==> src/rtl/rgb_pkg.sv <==
// Shared definitions for the RGB LED path.
// Holds the intensity level width, the number of PWM steps per period, the
// level type used by the colour sequencer and the PWM driver, and the
// brightness-scaling helper used to turn a level into a PWM duty.
package rgb_pkg;

  localparam int LEVEL_W   = 4;
  localparam int PWM_STEPS = 15;

  typedef logic [LEVEL_W-1:0] level_t;

  // Last value of the step counter before it wraps back to 0.
  localparam level_t LAST_STEP = level_t'(PWM_STEPS - 1);

  // duty = floor(level * brightness / 15). The product of two 4-bit values
  // fits in 8 bits, and the quotient never exceeds 15, so it fits a level.
  function automatic level_t scale_level(input level_t level,
                                         input level_t brightness);
    logic [2*LEVEL_W-1:0] prod;
    logic [2*LEVEL_W-1:0] quot;
    prod = level * brightness;
    quot = prod / 8'(PWM_STEPS);
    return quot[LEVEL_W-1:0];
  endfunction

endpackage

==> src/rtl/rgb_pwm_driver_pwm_channel.sv <==
// pwm_channel: one colour channel of the RGB PWM driver.
// Scales the incoming level by the global brightness, holds the result in a
// shadow duty register that only changes when the top level says so, and
// compares it against the shared step counter to produce the LED drive.
//
// Ports:
//   clock       system clock, rising edge
//   reset       asynchronous, active-high; clears the shadow duty
//   load        capture a new duty from level/brightness on this clock
//   run         registered enable from the top level; 0 forces the LED off
//   level       channel intensity, 0 = off, 15 = full
//   brightness  global dimming factor, 15 = unscaled
//   pwm_cnt     shared step counter, 0..14
//   led         LED drive, polarity set by ACTIVE_LOW
module pwm_channel
  import rgb_pkg::*;
#(
  parameter bit ACTIVE_LOW = 1'b0
) (
  input  logic               clock,
  input  logic               reset,
  input  logic               load,
  input  logic               run,
  input  logic [LEVEL_W-1:0] level,
  input  logic [LEVEL_W-1:0] brightness,
  input  logic [LEVEL_W-1:0] pwm_cnt,
  output logic               led
);

  logic [LEVEL_W-1:0] duty_q;
  logic               on;

  always_ff @(posedge clock or posedge reset) begin
    if (reset) begin
      duty_q <= '0;
    end else if (load) begin
      duty_q <= scale_level(level, brightness);
    end
  end

  // Only registered state feeds the output: run, pwm_cnt and duty_q are all
  // flops, so level/brightness changes cannot glitch the LED mid-period.
  // duty 0 never lights; duty 15 lights for all steps 0..14.
  assign on  = run && (pwm_cnt < duty_q);
  assign led = on ^ ACTIVE_LOW;

endmodule

==> src/rtl/rgb_pwm_driver.sv <==
// rgb_pwm_driver: three-channel PWM LED driver with global brightness.
// A shared prescaler divides the clock into PWM steps; a shared step counter
// runs 0..14, giving a period of 15*PRESCALE clocks. Each channel latches its
// scaled duty only at the period wrap (or while idle), so colour updates take
// effect cleanly at the start of a period.
//
// Handshake: there is none; period_start is a one-clock strobe, high in the
// first clock of every period that follows a 14 -> 0 wrap. The first period
// after enable rises (or after reset) starts without a strobe.
//
// Ports:
//   clock         system clock, rising edge
//   reset         asynchronous, active-high
//   enable        1 = run PWM, 0 = hold counters at 0 and force LEDs off
//   r, g, b       channel intensity levels, 0 = off, 15 = full
//   brightness    global dimming, 15 = unscaled, 0 = dark
//   led_r/g/b     LED drives (inverted when ACTIVE_LOW = 1)
//   period_start  registered strobe marking the first clock of a new period
module rgb_pwm_driver
  import rgb_pkg::*;
#(
  parameter int unsigned PRESCALE   = 4,
  parameter bit          ACTIVE_LOW = 1'b0
) (
  input  logic               clock,
  input  logic               reset,
  input  logic               enable,
  input  logic [LEVEL_W-1:0] r,
  input  logic [LEVEL_W-1:0] g,
  input  logic [LEVEL_W-1:0] b,
  input  logic [LEVEL_W-1:0] brightness,
  output logic               led_r,
  output logic               led_g,
  output logic               led_b,
  output logic               period_start
);

  localparam int PW = (PRESCALE > 1) ? $clog2(PRESCALE) : 1;
  localparam logic [PW-1:0] PRESC_LAST = PW'(PRESCALE - 1);

  logic [PW-1:0]      presc_q;
  logic [LEVEL_W-1:0] pwm_cnt_q;
  logic               run_q;
  logic               ps_q;

  logic tick;
  logic wrap;
  logic load;

  // run_q is the registered enable. Counting is qualified by it so that the
  // first step after enable rises is a full PRESCALE clocks long, while the
  // enable input itself clears the counters immediately when it drops.
  assign tick = enable && run_q && (presc_q == PRESC_LAST);
  assign wrap = tick && (pwm_cnt_q == LAST_STEP);

  // Duties follow the inputs at every wrap and on every idle clock. The
  // !run_q term also covers the start clock after reset when enable was
  // already high, so that first period uses fresh duties like any restart.
  assign load = wrap || !enable || !run_q;

  always_ff @(posedge clock or posedge reset) begin
    if (reset) begin
      presc_q   <= '0;
      pwm_cnt_q <= '0;
      run_q     <= 1'b0;
      ps_q      <= 1'b0;
    end else begin
      run_q <= enable;
      ps_q  <= wrap;
      if (!enable) begin
        presc_q   <= '0;
        pwm_cnt_q <= '0;
      end else if (run_q) begin
        if (tick) begin
          presc_q <= '0;
          if (pwm_cnt_q == LAST_STEP) begin
            pwm_cnt_q <= '0;
          end else begin
            pwm_cnt_q <= pwm_cnt_q + 1'b1;
          end
        end else begin
          presc_q <= presc_q + 1'b1;
        end
      end
    end
  end

  assign period_start = ps_q;

  pwm_channel #(.ACTIVE_LOW(ACTIVE_LOW)) u_chan_r (
    .clock      (clock),
    .reset      (reset),
    .load       (load),
    .run        (run_q),
    .level      (r),
    .brightness (brightness),
    .pwm_cnt    (pwm_cnt_q),
    .led        (led_r)
  );

  pwm_channel #(.ACTIVE_LOW(ACTIVE_LOW)) u_chan_g (
    .clock      (clock),
    .reset      (reset),
    .load       (load),
    .run        (run_q),
    .level      (g),
    .brightness (brightness),
    .pwm_cnt    (pwm_cnt_q),
    .led        (led_g)
  );

  pwm_channel #(.ACTIVE_LOW(ACTIVE_LOW)) u_chan_b (
    .clock      (clock),
    .reset      (reset),
    .load       (load),
    .run        (run_q),
    .level      (b),
    .brightness (brightness),
    .pwm_cnt    (pwm_cnt_q),
    .led        (led_b)
  );

endmodule

==> config.mk <==
export PLATFORM = sky130hd
export DESIGN_NAME = rgb_pwm_driver
export DESIGN_NICKNAME = d
export VERILOG_FILES = /design/src/rtl/rgb_pkg.sv /design/src/rtl/rgb_pwm_driver_pwm_channel.sv /design/src/rtl/rgb_pwm_driver.sv
export SDC_FILE = /design/constraint.sdc
export NUM_CORES = 1
export LEC_CHECK = 0
export ABC_CLOCK_PERIOD_IN_PS = 2900
export CAP_MARGIN = 5
export CORE_MARGIN = 2
export CORE_UTILIZATION = 55
export CTS_CLUSTER_DIAMETER = 30
export DETAILED_ROUTE_END_ITERATION = 10
export PLACE_DENSITY = 0.75
export SYNTH_ARGS = -nofsm -noshare
export SYNTH_HDL_FRONTEND = slang
export SYNTH_SLANG_ARGS = --single-unit
==> constraint.sdc <==
create_clock -name clock -period 2.9 [get_ports clock]
set_input_delay 0.58 -clock clock [delete_from_list [all_inputs] [get_ports clock]]
set_output_delay 0.58 -clock clock [all_outputs]
set_load 0.005 [all_outputs]
==> reports/results.txt <==
Routed Antenna Nets: 0
Worst hold path endpoint: u_chan_g.duty_q[3]$_DFFE_PP0P_
Min-delay worst type: reg -> reg
Dpl cells: 681
Die H: 87.4 um
Full die area: 7650 sq um
Initial Util: 56.7%
Total grt overflow: 0
Critical R2R Launch: pwm_cnt_q[0]$_DFFE_PP0P_
Gate Count Post-Synth: 473
Power Density: 474 nW/um^2
Layout Skew: 0.00411 ns
Clock slew at reported path FFs: 0.07 ns
Worst R2R Path Depth: 9
Total of max-cap violations: 0
Dominant synthesized flop cell: dfrtp_1
Area Growth Syn to Fin: 53.2%
Worst reg2reg setup slack: 0.86 ns
Failing checks: negative setup slack
Total GRT Usage: 29.9%
Share of cells above drive strength 1: 42.6%
Routability cong.: 0.924
Clock buffer depth: 2
Worst hold path depth: 2
Worst Path Arrival: 4.77 ns
Largest net degree at the start of global routing: 21
Clk sinks: 20
Final Util: 86.9%
Cell area after synthesis: 3830 sq um
Crit end category: register
N_diodes: 0
DRT Wirelength: 13,000 um
TritonCTS clock tree: done
DR WL/cell: 18.2 um
# rows: 30
Routed vias/inst: 6.19
Syn. warnings: 0
Htree depth: 1
Ys async rst share: 100%
DP HPWL: 8460 um
DRC: 0
Mapped Nets: 555
Root buf cell: clkbuf_8
Area of the multi-input gates: 3690 sq um
Register area share after synthesis: 13.1%
RR Endpoint: u_chan_g.duty_q[0]$_DFFE_PP0P_
Lkg Pwr: 2.72 nW
Fin crit period: 4.58 ns
Via count: 4,409
I/O pins: 23
Critical hold path startpoint: u_chan_g.duty_q[3]$_DFFE_PP0P_
Final number of setup-violating endpoints: 12
First-pass GRT wire length: 18,700 um
Peak supply drop: 0.308 mV
Final Hold Viols: 0
Core area: 6760 sq um
Crit path launch type: input pin
Kind of critical path: in -> reg
Vias in the first global route: 4,261
RSZ-0062 raised after global routing: true
Status: finished, violations left
Final net count: 716
Fill cells: 323
Post-CTS Hold Buffers: 0
#FFs+latches synth: 20
DRT Pass-1 Iters: 5
CP Data Required Time: 3.09 ns
Number of synthesized flops with an enable pin: 0
Clk_lat worst skew: 0.26 ns
Slew Limit Fails: 0
Tightest Pin Transition: 0.767 ns
Fmax: 218 MHz
Iteration-0 DRC Markers: 218
Antenna violations before repair: 0
Final worst slack: -1.68 ns
Number of buffers created by CTS: 3
Die W: 87.4 um
Period utilisation layout: 158%
Max_slew headroom: 48.8%
Reg area: 502 sq um
Avg Cell Area, Syn: 8.10 sq um
Unique masters post-synth: 74
CP max FO: 4
IO Port Bufs: 22
Layout Cells excl Fill: 712
-- report_power, final --
| part | total [mW] | switching (mW) | leakage [nW] | internal [mW] |
|---|---|---|---|---|
| registers | 0.379 | 0.0359 | 0.251 | 0.343 |
| clock network | 0.180 | 0.0880 | 0.0216 | 0.0925 |
| logic | 2.22 | 1.09 | 2.44 | 1.14 |
-- per-stage QoR --
| stage | hold WS (ns) | total power, mW | area (sq um) | setup WS, ns | setup TNS [ns] |
|---|---|---|---|---|---|
| after floorplan | 0.449 | 1.47 | 4040 | -1.55 | -11.73 |
| after global placement | 0.475 | 2.08 | 5170 | -2.10 | -19.73 |
| after detailed placement | 0.476 | 2.15 | 5170 | -2.22 | -21.25 |
| after CTS | 0.491 | 2.49 | 5520 | -1.55 | -13.36 |
| after global routing | 0.540 | 2.95 | 5870 | -1.80 | -14.95 |
| final | 0.496 | 2.78 | 5870 | -1.68 | -13.67 |
-- cell families (layout without fill, tap and decap cells) --
kind of cell,count (synthesis),in the layout,share of synthesized area [%]
xor+xnor,22,22,5.03
fa+ha+maj,63,63,22.9
flops,20,20,13.1
compound gates,129,129,24.4
simple gates,185,185,27.9
buf+inv,48,207,4.70
mux,6,6,1.93
-- synth_stat cells, types with 9 or more instances --
master | number | area share [%]
o21a_1 | 12 | 2.4
nand3_1 | 15 | 2.0
o21ai_0 | 21 | 2.7
ha_1 | 51 | 17
xor2_1 | 11 | 2.5
a31oi_1 | 9 | 1.5
nor2_1 | 32 | 3.1
a21oi_1 | 20 | 2.6
xnor2_1 | 11 | 2.5
nand2_1 | 25 | 2.5
a21o_1 | 9 | 1.8
inv_1 | 32 | 3.1
dfrtp_1 | 20 | 13
fa_1 | 12 | 6.3
clkbuf_1 | 16 | 1.6
and2_1 | 48 | 7.8
-- per-layer routing --
metal / GRT usage, % / vias to the layer above / wire length (um)
li1: - / 2044 / -
met1: 34.5 / 2129 / 4960
met2: 57.0 / 183 / 6980
met3: 3.22 / 53 / 537
met4: 8.95 / 0 / 495
met5: 0 / - / 0
-- placed cells by master, fill, tap and decap left out, types with 6 or more instances in the layout --
cell type / netlist / layout
nor3_1: 8 / 6
buf_4: 0 / 133
nand4_1: 8 / 8
nand3_1: 15 / 14
o21ai_1: 3 / 8
buf_6: 0 / 18
o21ai_0: 21 / 12
fa_1: 12 / 8
ha_4: 0 / 8
a21oi_2: 0 / 7
ha_1: 51 / 41
o21a_1: 12 / 11
nand2_1: 25 / 22
and2_1: 48 / 36
xor2_1: 11 / 7
nor2_1: 32 / 27
dfrtp_1: 20 / 19
and2_4: 0 / 12
a21oi_1: 20 / 10
inv_1: 32 / 27
nor2b_1: 6 / 6
a21o_1: 9 / 9
clkdlybuf4s50_1: 0 / 7
xnor2_1: 11 / 9
-- area by class of cell --
cell class	instances	area share, %
Tap cell	80	1.71
Timing Repair Buffer	172	24.1
Sequential cell	20	8.55
Inverter	32	2.05
Multi-Input combinational cell	405	62.9
Clock buffer	3	0.704
-- how the worst max path moves through the flow --
stage	from	endpoint	slack [ns]	cells after the start
after floorplan	brightness[2]	u_chan_b.duty_q[0]$_DFFE_PP0P_	-1.55	17
after global placement	brightness[3]	u_chan_r.duty_q[0]$_DFFE_PP0P_	-2.10	19
after detailed placement	brightness[3]	u_chan_r.duty_q[1]$_DFFE_PP0P_	-2.22	19
after CTS	brightness[1]	u_chan_r.duty_q[0]$_DFFE_PP0P_	-1.55	19
after global routing	brightness[1]	u_chan_b.duty_q[0]$_DFFE_PP0P_	-1.80	18
final	brightness[1]	u_chan_b.duty_q[0]$_DFFE_PP0P_	-1.68	18
-- timing repair --
item,CTS,global route
resized for setup,88,59
setup buffers,17,16
pin swaps,52,67
endpoints found under the setup margin,12,14
-- worst max-delay path, stage by stage --
cell	delay (ns)
buf_8	0.11
buf_6	0.10
and2_4	0.15
fa_1	0.50
fa_2	0.59
inv_2	0.05
fa_2	0.56
inv_2	0.06
o41ai_4	0.39
o211ai_2	0.16
nand3_1	0.13
o21ai_2	0.09
ha_4	0.26
nand4b_1	0.16
a21oi_2	0.19
nor2_1	0.06
or4b_4	0.51
a21oi_2	0.13
-- state kept, by name (all words and copies together) (netlist names) --
| register | flops |
|---|---|
| period_start | 1 |
| presc_q | 2 |
| pwm_cnt_q | 4 |
| run_q | 1 |
| u_chan_b.duty_q | 4 |
| u_chan_g.duty_q | 4 |
| u_chan_r.duty_q | 4 |
(Power assumes the default switching activity.)
